File: config.mk
export PLATFORM = sky130hd
export DESIGN_NAME = fc_score_accumulator_flat
export DESIGN_NICKNAME = d
export VERILOG_FILES = /design/src/rtl/fc_score_accumulator_pkg.sv /design/src/rtl/fc_score_accumulator_if.sv /design/src/rtl/fc_score_accumulator_mac_lane.sv /design/src/rtl/fc_score_accumulator.sv /design/src/flat_wrapper.sv
export SDC_FILE = /design/constraint.sdc
export NUM_CORES = 2
export LEC_CHECK = 0
export ABC_CLOCK_PERIOD_IN_PS = 11700
export BUFFER_PORTS_ARGS = -buffer_cell sky130_fd_sc_hd__buf_2
export CORE_ASPECT_RATIO = 2
export CORE_UTILIZATION = 45
export DETAILED_ROUTE_END_ITERATION = 10
export SETUP_SLACK_MARGIN = 0.5
export SYNTH_ARGS = -nofsm -noshare
export SYNTH_HDL_FRONTEND = slang
export SYNTH_SLANG_ARGS = --single-unit
File: constraint.sdc
create_clock -name clk -period 11.7 [get_ports clk]
set_clock_uncertainty 0.1 [all_clocks]
set_input_delay 0.585 -clock clk [delete_from_list [all_inputs] [get_ports clk]]
set_output_delay 0.585 -clock clk [all_outputs]
set_load 0.01 [all_outputs]
File: src/rtl/fc_score_accumulator_pkg.sv
// Shared types and helpers for the fully-connected score accumulator.
// Package fc_pkg: FSM state encoding, default sizes, offset-binary conversion.
package fc_pkg;

  typedef enum logic [1:0] {
    IDLE  = 2'd0,
    ACCUM = 2'd1,
    DONE  = 2'd2
  } state_t;

  localparam int unsigned NUM_CLASSES_DEF = 10;
  localparam int unsigned ACC_W_DEF       = 32;

  // Invert bit (w-1) so an unsigned compare of the low w bits orders signed values.
  function automatic logic [63:0] to_offset(input logic [63:0] v, input int unsigned w);
    return v ^ (64'd1 << (w - 1));
  endfunction

endpackage

File: src/rtl/fc_score_accumulator_if.sv
// Feature stream / score handshake bundle for fc_score_accumulator.
// master = producer of features and consumer of scores; slave = the accumulator.
interface fc_score_accumulator_if #(
  parameter int unsigned NUM_CLASSES = 10,
  parameter int unsigned DATA_W      = 8,
  parameter int unsigned W_W         = 8,
  parameter int unsigned ACC_W       = 32
);
  logic                         start;
  logic                         feat_valid;
  logic                         feat_ready;
  logic [DATA_W-1:0]            feat_data;
  logic [NUM_CLASSES*W_W-1:0]   w_data;
  logic                         scores_valid;
  logic                         scores_ack;
  logic [NUM_CLASSES*ACC_W-1:0] scores;
  logic                         busy;

  modport master (
    output start, feat_valid, feat_data, w_data, scores_ack,
    input  feat_ready, scores_valid, scores, busy
  );

  modport slave (
    input  start, feat_valid, feat_data, w_data, scores_ack,
    output feat_ready, scores_valid, scores, busy
  );
endinterface

File: src/rtl/fc_score_accumulator_mac_lane.sv
// fc_mac_lane: one signed multiply-accumulate lane with clear and enable.
// Optional feature: define SCORE_SAT_EN for saturating accumulation,
// otherwise the accumulator wraps modulo 2^ACC_W.
// acc_nxt exposes the value the accumulator takes on the coming edge so the
// top can capture the final score on the same edge as the last add.
module fc_mac_lane #(
  parameter int unsigned DATA_W = 8,
  parameter int unsigned W_W    = 8,
  parameter int unsigned ACC_W  = 32
) (
  input  logic                     clk,
  input  logic                     rst,
  input  logic                     clr,
  input  logic                     en,
  input  logic signed [DATA_W-1:0] a,
  input  logic signed [W_W-1:0]    w,
  output logic [ACC_W-1:0]         acc_nxt
);
  logic [ACC_W-1:0]                acc_q, acc_d;
  logic signed [DATA_W+W_W-1:0]    prod;
  logic signed [ACC_W-1:0]         prod_ext;

  // Next accumulator value: clear, or add the sign-extended product.
  always_comb begin
    prod     = a * w;
    prod_ext = ACC_W'(prod);
    acc_d    = acc_q;
    if (clr) begin
      acc_d = '0;
    end else if (en) begin
`ifdef SCORE_SAT_EN
      logic [ACC_W:0] sum;
      sum = {acc_q[ACC_W-1], acc_q} + {prod_ext[ACC_W-1], prod_ext};
      if (sum[ACC_W] != sum[ACC_W-1])
        acc_d = sum[ACC_W] ? {1'b1, {(ACC_W-1){1'b0}}} : {1'b0, {(ACC_W-1){1'b1}}};
      else
        acc_d = sum[ACC_W-1:0];
`else
      acc_d = acc_q + prod_ext;
`endif
    end
  end

  // Accumulator register.
  always_ff @(posedge clk) begin
    if (rst) acc_q <= '0;
    else     acc_q <= acc_d;
  end

  assign acc_nxt = acc_d;
endmodule

File: src/rtl/fc_score_accumulator.sv
// fc_score_accumulator: final FC layer; NUM_CLASSES parallel signed MAC lanes
// over N_FEATURES beats, scores presented in offset-binary for max_finder.
// Optional feature macro: SCORE_SAT_EN (saturating lanes, see fc_mac_lane).
module fc_score_accumulator
  import fc_pkg::*;
#(
  parameter int unsigned NUM_CLASSES = NUM_CLASSES_DEF,
  parameter int unsigned N_FEATURES  = 64,
  parameter int unsigned DATA_W      = 8,
  parameter int unsigned W_W         = 8,
  parameter int unsigned ACC_W       = ACC_W_DEF
) (
  input logic                   clk,
  input logic                   rst,
  fc_score_accumulator_if.slave bus
);
  localparam int unsigned CNT_W = (N_FEATURES > 1) ? $clog2(N_FEATURES) : 1;

  state_t                       state_q, state_d;
  logic [CNT_W-1:0]             cnt_q, cnt_d;
  logic [NUM_CLASSES*ACC_W-1:0] scores_q, scores_d;
  logic [NUM_CLASSES*ACC_W-1:0] acc_nxt;
  logic                         clr, en;

  for (genvar k = 0; k < NUM_CLASSES; k++) begin : g_lane
    fc_mac_lane #(
      .DATA_W (DATA_W),
      .W_W    (W_W),
      .ACC_W  (ACC_W)
    ) u_lane (
      .clk     (clk),
      .rst     (rst),
      .clr     (clr),
      .en      (en),
      .a       (bus.feat_data),
      .w       (bus.w_data[k*W_W +: W_W]),
      .acc_nxt (acc_nxt[k*ACC_W +: ACC_W])
    );
  end

  // FSM next state, beat counter, lane control and score capture on DONE entry.
  always_comb begin
    state_d  = state_q;
    cnt_d    = cnt_q;
    scores_d = scores_q;
    clr      = 1'b0;
    en       = 1'b0;
    unique case (state_q)
      IDLE: begin
        if (bus.start) begin
          state_d = ACCUM;
          cnt_d   = '0;
          clr     = 1'b1;
        end
      end
      ACCUM: begin
        if (bus.feat_valid) begin
          en    = 1'b1;
          cnt_d = cnt_q + 1'b1;
          if (cnt_q == CNT_W'(N_FEATURES - 1)) begin
            state_d = DONE;
            cnt_d   = '0;
            // Capture from the lanes' next values so the final beat is included.
            for (int unsigned k = 0; k < NUM_CLASSES; k++)
              scores_d[k*ACC_W +: ACC_W] = ACC_W'(to_offset(64'(acc_nxt[k*ACC_W +: ACC_W]), ACC_W));
          end
        end
      end
      DONE: begin
        if (bus.start) begin
          state_d = ACCUM;
          cnt_d   = '0;
          clr     = 1'b1;
        end else if (bus.scores_ack) begin
          state_d = IDLE;
        end
      end
      default: state_d = IDLE;
    endcase
  end

  // State, counter and score registers.
  always_ff @(posedge clk) begin
    if (rst) begin
      state_q  <= IDLE;
      cnt_q    <= '0;
      scores_q <= '0;
    end else begin
      state_q  <= state_d;
      cnt_q    <= cnt_d;
      scores_q <= scores_d;
    end
  end

  assign bus.feat_ready   = (state_q == ACCUM);
  assign bus.busy         = (state_q == ACCUM);
  assign bus.scores_valid = (state_q == DONE);
  assign bus.scores       = scores_q;
endmodule

File: src/flat_wrapper.sv
// flat-port wrapper written by rule: the top's interface ports become plain ports
module fc_score_accumulator_flat import fc_pkg::*;
#(
  parameter int unsigned NUM_CLASSES = NUM_CLASSES_DEF,
  parameter int unsigned N_FEATURES  = 64,
  parameter int unsigned DATA_W      = 8,
  parameter int unsigned W_W         = 8,
  parameter int unsigned ACC_W       = ACC_W_DEF
)
  (clk, rst, bus_start, bus_feat_valid, bus_feat_data, bus_w_data, bus_scores_ack, bus_feat_ready, bus_scores_valid, bus_scores, bus_busy);
  fc_score_accumulator_if #(.NUM_CLASSES(NUM_CLASSES), .DATA_W(DATA_W), .W_W(W_W), .ACC_W(ACC_W)) bus_i ();
  input logic clk;
  input logic rst;
  input wire logic [$bits(bus_i.start)-1:0] bus_start;
  input wire logic [$bits(bus_i.feat_valid)-1:0] bus_feat_valid;
  input wire logic [$bits(bus_i.feat_data)-1:0] bus_feat_data;
  input wire logic [$bits(bus_i.w_data)-1:0] bus_w_data;
  input wire logic [$bits(bus_i.scores_ack)-1:0] bus_scores_ack;
  output wire logic [$bits(bus_i.feat_ready)-1:0] bus_feat_ready;
  output wire logic [$bits(bus_i.scores_valid)-1:0] bus_scores_valid;
  output wire logic [$bits(bus_i.scores)-1:0] bus_scores;
  output wire logic [$bits(bus_i.busy)-1:0] bus_busy;
  assign bus_i.start = bus_start;
  assign bus_i.feat_valid = bus_feat_valid;
  assign bus_i.feat_data = bus_feat_data;
  assign bus_i.w_data = bus_w_data;
  assign bus_i.scores_ack = bus_scores_ack;
  assign bus_feat_ready = bus_i.feat_ready;
  assign bus_scores_valid = bus_i.scores_valid;
  assign bus_scores = bus_i.scores;
  assign bus_busy = bus_i.busy;
  fc_score_accumulator #(.NUM_CLASSES(NUM_CLASSES), .N_FEATURES(N_FEATURES), .DATA_W(DATA_W), .W_W(W_W), .ACC_W(ACC_W)) u_core (.clk(clk), .rst(rst), .bus(bus_i));
endmodule
==> flow_summary.ini <==
[timing]
fmax_mhz = 120
fin_crit_sh = 0.713
drv_slew = 0
worst_pin_slew_ps = 1150
tns_ps = 0
min_period_ps = 8340
hold_viol_final = 0
rsz0062_at_grt = no
finalWorstSetupSlack_ps = 3360
setup_viol = 0
max_slew_margin = 0.225

[clocking]
root_buffer = clkbuf_16
clock_sinks = 648
post-cts-setup-buffers = 0
htreeDepth = 3
path_clk_slew_ps = 70
clk_latency_ps = 690
hold_buffers = 0
cts_resized = 0
cts_buffers = 70
cts_tree = yes
clockBufferDepth = 3

[synthesis]
ys_ff_latch = 648
yosysWarnings = 0
async_flop_share = 0
synthDistinctLibCells = 89
yosys-top-cells-count = 959 x inv_1, 899 x nand2_1, 681 x a21oi_1
synth_area_leaders = dfxtp_1 21%, fa_1 18%, ha_1 13%
syn-cell-area_um2 = 61400
synth_top_flop_cell = dfxtp_1
synth_area_leader_cell = dfxtp_1
avgSynthCellArea_um2 = 8.41
netlist_instances = 7293
synth.yosys.seq_area_share = 0.211
synth_top_area_share = 0.211
synth-edff-count = 0
yosysMostFrequentCell = inv_1
syn-num-nets = 8567

[critical_path]
crit_path_top_delay_cell = fa_1
criticalPathCategory = in -> reg
critical-path-max-stage-delay_ps = 660
crit_top_cell = fa_1
crit_path_end_kind = flip-flop
critPathMaxFanout = 32
critPathRequiredTime_ps = 12130
cp_top_family = adder cells
critPathLaunchType = input pin
cp.arrival_ps = 8780
crit_buf_inv = 5

[die]
die_h_um = 524
top_level_ports = 416
initial_core_util = 0.454
std_cell_rows = 191
design.die.area_um2 = 138000
core_area_um2 = 135000
die_w_um = 263

[grt]
grt_overflow = 0
grt_pass1_vias = 52600
grt_pass1_wl_um = 285000
grt_usage = 0.258
grt_max_degree = 167
antenna_found_initial = 13

[drt]
ant_nets = 0
routed-via-count = 51100
wl_per_cell_um = 18.9
drt_first_pass_iters = 5
viasPerCell = 5.47
drt-initial-drc-count = 2876
drt_wl_total_um = 177000
drc_errors = 0

[hold_path]
min_path_type = in -> reg

[finish]
final_nets = 8822
syn_to_final_growth_pct = 10.2
multiInputGateArea_um2 = 43800
layout-drive-gt1-share = 0.0874
regArea_um2 = 13000
utilization = 0.500
fill_cells = 13200

[placed_design]
dp_hpwl_um = 135000
gp_congestion = 0.900
portBuffers = 415
preCtsSetupSlack_ps = 2670

[run]
drv_cap = 0

[status]
status = finished clean
## worst reg2reg max path, stage by stage (launching register included)
cell and delay, ps:
dfxtp_1 570, nor2b_1 530, and2_4 680, buf_4 590, buf_4 620, nor2_4 60
buf_4 440, nand2_1 200, o21ai_0 270, o22a_1 280
## logic make-up (layout without fill, tap and decap cells)
group | Yosys count | in the layout | share of synthesized area
simple gates | 2172 | 2172 | 0.169
compound gates | 1593 | 1593 | 0.168
other cells | 0 | 8 | 0
buf+inv | 1242 | 1550 | 0.0762
fa+ha+maj | 1181 | 1181 | 0.309
mux | 26 | 26 | 0.00447
xor+xnor | 431 | 431 | 0.0615
flops | 648 | 648 | 0.211
## stage by stage
| stage | cells | area, um2 | hold slack (ps) |
|---|---|---|---|
| after floorplan | 7293 | 61400 | 327 |
| after global placement | 9213 | 65100 | 339 |
| after detailed placement | 9213 | 65100 | 340 |
| after CTS | 9338 | 67600 | 27.7 |
| after global routing | 9340 | 67600 | 69.1 |
| final | 9346 | 67600 | 71.3 |
## registers in the layout, summed over array words and instances, names as in the netlist
signal	cells
u_core.state_q	2
u_core.bus.scores	320
u_core.g_lane.u_lane.acc_q	320
u_core.cnt_q	6
## placed cells by master (no fill, tap or decap), types with 111 or more instances in the layout
cell type    n
inv_1      959
nand2_1    897
a21oi_1    681
dfxtp_1    648
ha_1       621
fa_1       560
and2_1     442
buf_2      414
nor2_1     325
xnor2_1    312
a21o_1     155
o21ai_0    153
nor2b_1    129
o22a_1     119
xor2_1     111
## path summary, 6_finish.rpt
check                                           start                                           end  slack, ps  cells past startpoint
setup / recovery                     bus_feat_data[7]  u_core.g_lane[6].u_lane.acc_q[31]$_SDFF_PP0_       3360                     27
hold / removal                         bus_scores_ack                u_core.state_q[1]$_SDFFE_PP0P_         70                      4
setup reg to reg       u_core.state_q[0]$_SDFFE_PP0P_            u_core.bus.scores[46]$_SDFFE_PP0P_       7270                      9
hold reg to reg   u_core.bus.scores[301]$_SDFFE_PP0P_           u_core.bus.scores[301]$_SDFFE_PP0P_        350                      2
## routing by layer
layer  track usage  up-vias  wire [um]  part of all wire
met4        0.0812        8       5020             0.028
met1         0.332    25100      77200              0.44
met5             0        -         46           0.00026
met2         0.449     1168      85500              0.48
met3        0.0329      255       8860             0.050
li1              -    24500          -                 -
## final cells by class
| class | count | area share |
|---|---|---|
| Multi-Input combinational cell | 5403 | 0.648 |
| Sequential cell | 648 | 0.192 |
| Inverter | 959 | 0.0532 |
| Timing Repair Buffer | 466 | 0.0374 |
| Tap cell | 1737 | 0.0321 |
| Clock buffer | 90 | 0.0293 |
| Clock inverter | 35 | 0.00742 |
| Antenna cell | 8 | 0.000296 |
Power is not shown: default switching activity piles up to over one toggle a cycle in this logic, so the estimate is an artifact.
